===== config.mk =====
export PLATFORM = sky130hd
export DESIGN_NAME = input_conditioner
export DESIGN_NICKNAME = d
export VERILOG_FILES = /design/src/rtl/input_conditioner.sv
export SDC_FILE = /design/constraint.sdc
export NUM_CORES = 1
export LEC_CHECK = 0
export CAP_MARGIN = 20
export CORE_ASPECT_RATIO = 1.5
export CORE_MARGIN = 10
export CORE_UTILIZATION = 50
export CTS_CLUSTER_SIZE = 24
export DETAILED_ROUTE_END_ITERATION = 8
export GPL_ROUTABILITY_DRIVEN = 0
export PLACE_DENSITY = 0.69
export SLEW_MARGIN = 10
export SYNTH_ARGS = -nofsm -noshare
export SYNTH_HDL_FRONTEND = slang
export SYNTH_SLANG_ARGS = --single-unit
export TNS_END_PERCENT = 5

===== constraint.sdc =====
create_clock -name clk -period 2.3 [get_ports clk]
set_input_delay 0.46 -clock clk [delete_from_list [all_inputs] [get_ports clk]]
set_output_delay 0.46 -clock clk [all_outputs]
set_load 0.01 [all_outputs]

===== src/rtl/input_conditioner.sv =====
// Synchronizes, debounces and edge-detects 4 push buttons and 4 slide switches.
// Define AUTO_REPEAT_EN to add hold-to-repeat press pulses on the buttons.
module input_conditioner #(
    parameter int unsigned DEB_CYCLES    = 1000000,
    parameter int unsigned REPEAT_DELAY  = 50000000,
    parameter int unsigned REPEAT_PERIOD = 10000000
) (
    input  logic       clk,
    input  logic       reset,
    input  logic [3:0] usr_btn,
    input  logic [3:0] usr_sw,
    output logic [3:0] btn_level,
    output logic [3:0] btn_press,
    output logic [3:0] btn_release,
    output logic [3:0] sw_level,
    output logic [3:0] sw_change,
    output logic       ready
);

    typedef enum logic {ST_INIT, ST_RUN} state_t;

    localparam int unsigned DW = (DEB_CYCLES > 1) ? $clog2(DEB_CYCLES) : 1;
    localparam logic [DW-1:0] DEB_LAST = DW'(DEB_CYCLES - 1);

    state_t                state_q, state_d;
    logic [1:0]            init_cnt_q, init_cnt_d;
    logic [7:0]            sync1_q, sync2_q;
    logic [7:0]            stab_q, stab_d;
    logic [7:0][DW-1:0]    cnt_q, cnt_d;
    logic [3:0]            press_q, press_d;
    logic [3:0]            release_q, release_d;
    logic [3:0]            swchg_q, swchg_d;

`ifdef AUTO_REPEAT_EN
    localparam int unsigned RMAX = (REPEAT_DELAY > REPEAT_PERIOD) ? REPEAT_DELAY : REPEAT_PERIOD;
    localparam int unsigned RW   = (RMAX > 1) ? $clog2(RMAX) : 1;
    localparam logic [RW-1:0] DLY_LAST = RW'(REPEAT_DELAY - 1);
    localparam logic [RW-1:0] PER_LAST = RW'(REPEAT_PERIOD - 1);

    logic [3:0][RW-1:0] rep_cnt_q, rep_cnt_d;
    logic [3:0]         rep_arm_q, rep_arm_d;
`else
    // Repeat timing has no consumer when auto-repeat is compiled out.
    localparam int unsigned unused_repeat_cfg = REPEAT_DELAY ^ REPEAT_PERIOD;
`endif

    always_comb begin
        state_d    = state_q;
        init_cnt_d = init_cnt_q;
        stab_d     = stab_q;
        cnt_d      = cnt_q;
        press_d    = '0;
        release_d  = '0;
        swchg_d    = '0;
        unique case (state_q)
            ST_INIT: begin
                stab_d[3:0] = '0;
                cnt_d       = '0;
                if (init_cnt_q == 2'd2) begin
                    state_d     = ST_RUN;
                    stab_d[7:4] = sync2_q[7:4];
                end else begin
                    init_cnt_d = init_cnt_q + 2'd1;
                end
            end
            ST_RUN: begin
                for (int unsigned i = 0; i < 8; i++) begin
                    if (sync2_q[i] != stab_q[i]) begin
                        if (cnt_q[i] == DEB_LAST) begin
                            stab_d[i] = sync2_q[i];
                            cnt_d[i]  = '0;
                        end else begin
                            cnt_d[i] = cnt_q[i] + DW'(1);
                        end
                    end else begin
                        cnt_d[i] = '0;
                    end
                end
                press_d   = stab_d[3:0] & ~stab_q[3:0];
                release_d = ~stab_d[3:0] & stab_q[3:0];
                swchg_d   = stab_d[7:4] ^ stab_q[7:4];
            end
            default: ;
        endcase

`ifdef AUTO_REPEAT_EN
        rep_cnt_d = rep_cnt_q;
        rep_arm_d = rep_arm_q;
        // Repeats only while the level stays high across the edge, so a release wins.
        for (int unsigned b = 0; b < 4; b++) begin
            if (state_q == ST_RUN && stab_q[b] && stab_d[b]) begin
                if (rep_cnt_q[b] == (rep_arm_q[b] ? PER_LAST : DLY_LAST)) begin
                    rep_cnt_d[b] = '0;
                    rep_arm_d[b] = 1'b1;
                    press_d[b]   = 1'b1;
                end else begin
                    rep_cnt_d[b] = rep_cnt_q[b] + RW'(1);
                end
            end else begin
                rep_cnt_d[b] = '0;
                rep_arm_d[b] = 1'b0;
            end
        end
`endif
    end

    always_ff @(posedge clk) begin
        if (reset) begin
            state_q    <= ST_INIT;
            init_cnt_q <= '0;
            sync1_q    <= '0;
            sync2_q    <= '0;
            stab_q     <= '0;
            cnt_q      <= '0;
            press_q    <= '0;
            release_q  <= '0;
            swchg_q    <= '0;
`ifdef AUTO_REPEAT_EN
            rep_cnt_q  <= '0;
            rep_arm_q  <= '0;
`endif
        end else begin
            state_q    <= state_d;
            init_cnt_q <= init_cnt_d;
            sync1_q    <= {usr_sw, usr_btn};
            sync2_q    <= sync1_q;
            stab_q     <= stab_d;
            cnt_q      <= cnt_d;
            press_q    <= press_d;
            release_q  <= release_d;
            swchg_q    <= swchg_d;
`ifdef AUTO_REPEAT_EN
            rep_cnt_q  <= rep_cnt_d;
            rep_arm_q  <= rep_arm_d;
`endif
        end
    end

    assign btn_level   = stab_q[3:0];
    assign sw_level    = stab_q[7:4];
    assign btn_press   = press_q;
    assign btn_release = release_q;
    assign sw_change   = swchg_q;
    assign ready       = (state_q == ST_RUN);

endmodule


; Word level (Yosys, flattened, before mapping)
; Cells that the tools add are included.
[op_classes]
muxes = 45
addsub = 9
n_bitwise = 7
n_eq_ne = 18
reduce_logical = 2
[ops]
columns = cell, count
row1 = $mux W20, 16
row2 = $pmux W160 S2, 1
row3 = $add A20 B1 Y20 const B, 8
row4 = $eq A20 B20 Y1 const B, 8
row5 = $mux W1, 26
row6 = $pmux W8 S2, 1
row7 = $and A4 B4 Y4, 2
row8 = $ne A1 B1 Y1, 8
row9 = $not A4 Y4, 2
row10 = $mux W4, 1
row11 = $xor A4 B4 Y4, 1
row12 = $add A2 B1 Y2 const B, 1
row13 = $eq A2 B2 Y1 const B, 1
row14 = $ne A2 B2 Y1 const B, 1
row15 = $not A1 Y1, 2
row16 = $reduce_and A2 Y1, 1
row17 = $reduce_or A2 Y1, 1
[word_totals]
in_bits = 10
ff_bits = 199
out_inout_bits = 21

; Logic depth before layout (Yosys ltp)
[logic_depth]
ltp_word = 6
depth_mapped = 7
ltp_nobuf = 5

; Worst setup path before layout
; No wires, ideal clock.
[synth_path]
path_kind = reg2reg
startpoint = register cnt_q[40] (netlist name)
endpoint = register cnt_q[58] (netlist name)
arrival_ns = 1.928
path_stages_with_launch = 7
setup_slack_ns = 0.305
period_less_slack_ns = 1.995
setup_ns = 0.066
required_ns = 2.234
cell_sequence = dfxtp_1 > ha_1 > nand2_1 > or4_1 > buf_2 > or4_4 > a21oi_2
[synth_between]
elab_chain_cells = 4
word_cells_on_any_way = 5
[synth_lines]
columns = item, line
row1 = from (decl), 29  ; logic [7:0][DW-1:0] cnt_q, cnt_d;
row2 = from (signal assigned), 128  ; cnt_q <= cnt_d;
row3 = $add A20 B1 Y20 or $eq A20 B20 Y1 (tied branches), "73, 69"
row4 = $mux W20 *, 69  ; if (cnt_q[i] == DEB_LAST) begin
row5 = $mux W20 *, 68  ; if (sync2_q[i] != stab_q[i]) begin
row6 = $pmux W160 S2 *, 55  ; unique case (state_q)
; Every way passes the cells marked *; elsewhere a longest branch is shown, timed or not.
; A chain may end at the register's enable or synchronous reset.

; Final worst setup path
; Same ends and word-level chain as after synthesis.

==> results.md <==
STA:
- The total count of max-transition violations in the final report is 0.
- The minimum clock period after layout is ~2.1 ns.
- The total count of hold-check failures in the final report is 0.
- After layout, the worst setup slack is about 0.16 ns.
- Setup repair after global routing left no endpoint under its margin.
- Derived from the worst setup path, the maximum achievable clock frequency is about 0.47 GHz.
- The transition at the pin with the smallest max-transition slack is slightly above 0.5 ns.
- Dividing the final minimum period by the clock period gives 92.92%.
- The worst clock skew on the final layout is between 0.008 and 0.009 ns.
- The headroom to the max-slew limit is about two thirds.
- In the final timing run, aggregate negative setup slack is 0 ns.
- Setup violations remaining at the end of the flow were counted as 0.

Clock tree:
- The clock buffer count from CTS is 17.
- The clock passes through at most 2 buffers.
- The TritonCTS clock tree is yes.
- The post-cts sizing count is 0.
- In this run the post-CTS setup repair buffer count came out at 0.
- The clock edge transition at the registers on the reported setup and hold paths is around 0.070 ns.
- The count of hold-fix buffers inserted at cts is 0.
- The CTS H-tree depth is 4.
- The clock latency reported for the late side of the worst-skew pair is ~0.43 ns.
- The clock net in this run drives a total of between 150 and 200 sinks.
- The CTS root buffer is clkbuf_16.

Floorplanning:
- The area of the core region is roughly 17,000 sq um.
- The die covers 23,050 sq um.
- The floorplan has 58 rows.
- Once the floorplan was initialized, standard cells occupied 51.12% of the core.
- The count of pins on the block boundary is 31.
- The height of the chip is 181.0 um.
- The width of the die is 127.4 um.

Job:
- The number of maximum-capacitance constraint violations is 0.

Hold path:
- The path class of the tightest hold or removal check is register to register.
- Along the worst hold path, the cell count comes to 1.

Logic synthesis:
- The synthesized netlist occupies a cell area of ~8600 sq um.
- When the netlist entered floorplanning its net count stood at between 1,000 and 1,500.
- During synthesis, Yosys emitted a total of 0 warnings.
- The number of instances in the synthesized netlist is ~990.
- The count of cell types in the netlist is between 40 and 50.
- After synthesis the netlist holds a flip-flop and latch count of 199.
- The largest area contributor in the netlist is dfxtp_1.
- The share of Yosys cell area claimed by the top area cell type is a little under half.
- Sequential elements use roughly 46% of the synthesized area.
- After synthesis, the cell types taking the most area are dfxtp_1 (46%), xnor2_1 (7.1%), nor2_1 (5.5%), a21oi_1 (3.5%), nand3_1 (3.2%).
- Dividing the synthesized area by the synthesized cell count gives a little under 9 sq um.

Detailed routing:
- The average detailed-routed wire length per instance is 13.06 um.
- The via density per instance is between 5 and 6.
- The residual antenna-violating net count after detailed routing is 0.
- The detailed router finished its first iteration with approximately 460 violations.
- The via count of the routed design is just under 7,000.
- The final routed DRC violation total is 0.
- The total wire length is 16.30 mm.
- For this run, the detailed router's first-pass iteration total came to 4.

Setup path:
- In this design, the stage delay of the slowest critical-path cell is 0.65 ns.
- In this run the worst path has a maximum fanout of 7.
- Data on the critical path is required at its endpoint by around 2.7 ns.
- The worst-case reg-to-reg path depth is 5.
- The type of origin of the critical path is a register.
- The data arrival time of the critical path is 2.51 ns.
- The setup path with the least slack is of type register to register.
- The cell with the largest stage delay on the worst path is or4_1.
- The signal on the critical path passes through ha_1 -> nand2_1 -> or4_1 -> or4_4 -> a21oi_2.
- The logic depth of the worst path, buffers included is 5.
- The kind of end point of the critical path is a register.
- Grouping stages by cell kind, the critical path spends the most delay in simple AND/OR/NAND/NOR gates.
- The combined buffer and inverter count along the critical path is 0.

GRT:
- For met3 alone, demand over resource in global routing was under 10%.
- The final global-route overflow total is 0.
- The busiest layer in global routing is met2.
- The number of antenna violations at the first check in global routing is 0.
- The met1 layer usage reported by global route is between 10% and 20%.
- The met2 capacity usage during global routing is around 26%.
- The first global-routing pass estimated between 20 and 30 mm of wire.
- The via count of the first global-routing pass came to around 6,600.
- The pin count of the biggest net entering global routing is 28.
- The total track usage is between 10 and 15%.

Placement:
- The post-placement worst setup slack is roughly 0.17 ns.
- After legalization and detailed placement, the total HPWL measured ~12 mm.
- During placement, the flow inserted port buffers numbering 30.

Layout:
- The number of nets in the layout is 1,044.
- The commonest non-fill, non-tap cell in the layout is dfxtp_1.
- Cells fill 58.11% of the core in the end.
- The fraction of layout cells with a size suffix above 1 is roughly 7.3%.
- The antenna cell count is 0.
- The area added between synthesis and finish is 13.68%.
- In the layout the commonest cells are dfxtp_1 (199), nor2_1 (126), xnor2_1 (70).

Power:
- The cell area power density is 683.7 nW/um^2.
- In this run the static leakage power is 2.810 nW.
- VDD sags by at most roughly 0.00045 V.

Run status:
- The flow ran to the end, and the final reports show no timing, DRC or antenna violations.
==> power by group <==
group	leakage, nW	switching (mW)	total [mW]	internal [mW]
clock network	0.279	1.35	2.96	1.61
logic	0.925	0.119	0.237	0.118
registers	1.61	0.0360	3.52	3.48
total	2.81	1.51	6.72	5.21
==> per-layer routing <==
| layer | wire [um] | vias up |
|---|---|---|
| li1 | - | 3582 |
| met1 | 7260 | 3170 |
| met2 | 8168 | 67 |
| met3 | 591 | 24 |
| met4 | 274 | 0 |
| met5 | 0 | - |
==> worst paths after layout <==
path | from | to | slack, ns
hold / removal | sync1_q[7]$_SDFF_PP0_ | sync2_q[7]$_SDFF_PP0_ | 0.44
setup reg to reg | cnt_q[40]$_SDFF_PP0_ | cnt_q[58]$_SDFF_PP0_ | 0.16
setup / recovery | cnt_q[40]$_SDFF_PP0_ | cnt_q[58]$_SDFF_PP0_ | 0.16
hold reg to reg | sync1_q[7]$_SDFF_PP0_ | sync2_q[7]$_SDFF_PP0_ | 0.44
==> registers in the layout, indices dropped and copies added, names as in the netlist <==
name	cells
cnt_q	160
btn_release	4
btn_press	4
init_cnt_q	2
sync1_q	8
ready	1
sync2_q	8
stab_q	8
sw_change	4
==> metrics by stage <==
step	hold WS, ns	power, mW	cell area (sq um)	cells
floorplan	0.4138	3.742	8643	988
global placement	0.4185	3.834	9239	1216
detailed placement	0.4264	3.839	9239	1216
CTS	0.4436	6.792	9826	1248
global route	0.4594	6.958	9826	1248
finish	0.4399	6.718	9826	1248
==> cells by family after synthesis <==
family	Yosys count	share of synthesized area (%)
buffers and inverters	61	2.953
AND/OR/NAND/NOR	488	30.67
AO/OA/AOI/OAI	131	8.787
multiplexers	4	0.4632
flip-flops	199	46.09
XOR/XNOR	96	9.728
adder cells (fa/ha/maj)	9	1.303
==> layout make-up <==
type / instances / area (sq um)
clock buffers: 22 / 474.2
repair buffers: 51 / 483.0
fillers: 1580 / 7083
flip-flops and latches: 199 / 3984
multi-input cells: 728 / 4404
well taps: 210 / 262.8
clock inverters: 10 / 112.6
inverters: 28 / 105.1
==> synthesized netlist by cell type (all sizes together) <==
master    n
xnor2    70
nand2b   15
and3     10
nor3b     1
clkbuf   18
nand3    59
o31ai    22
inv      28
or3b      4
mux2i     4
nor3     24
nor4bb    1
nor4b    11
o211ai    1
and2      4
a31oi     4
nor4     29
nand2    69
or4b      7
or2       3
dfxtp   199
and4      9
or3      35
a211oi    1
o41ai     1
or4      36
a21o      2
a211o     2
a21oi    61
nand4    23
ha        9
o21ai    37
nand3b    1
nor2    126
buf      15
nand4b    3
nor2b    18
xor2     26
(Power assumes the default switching activity.)
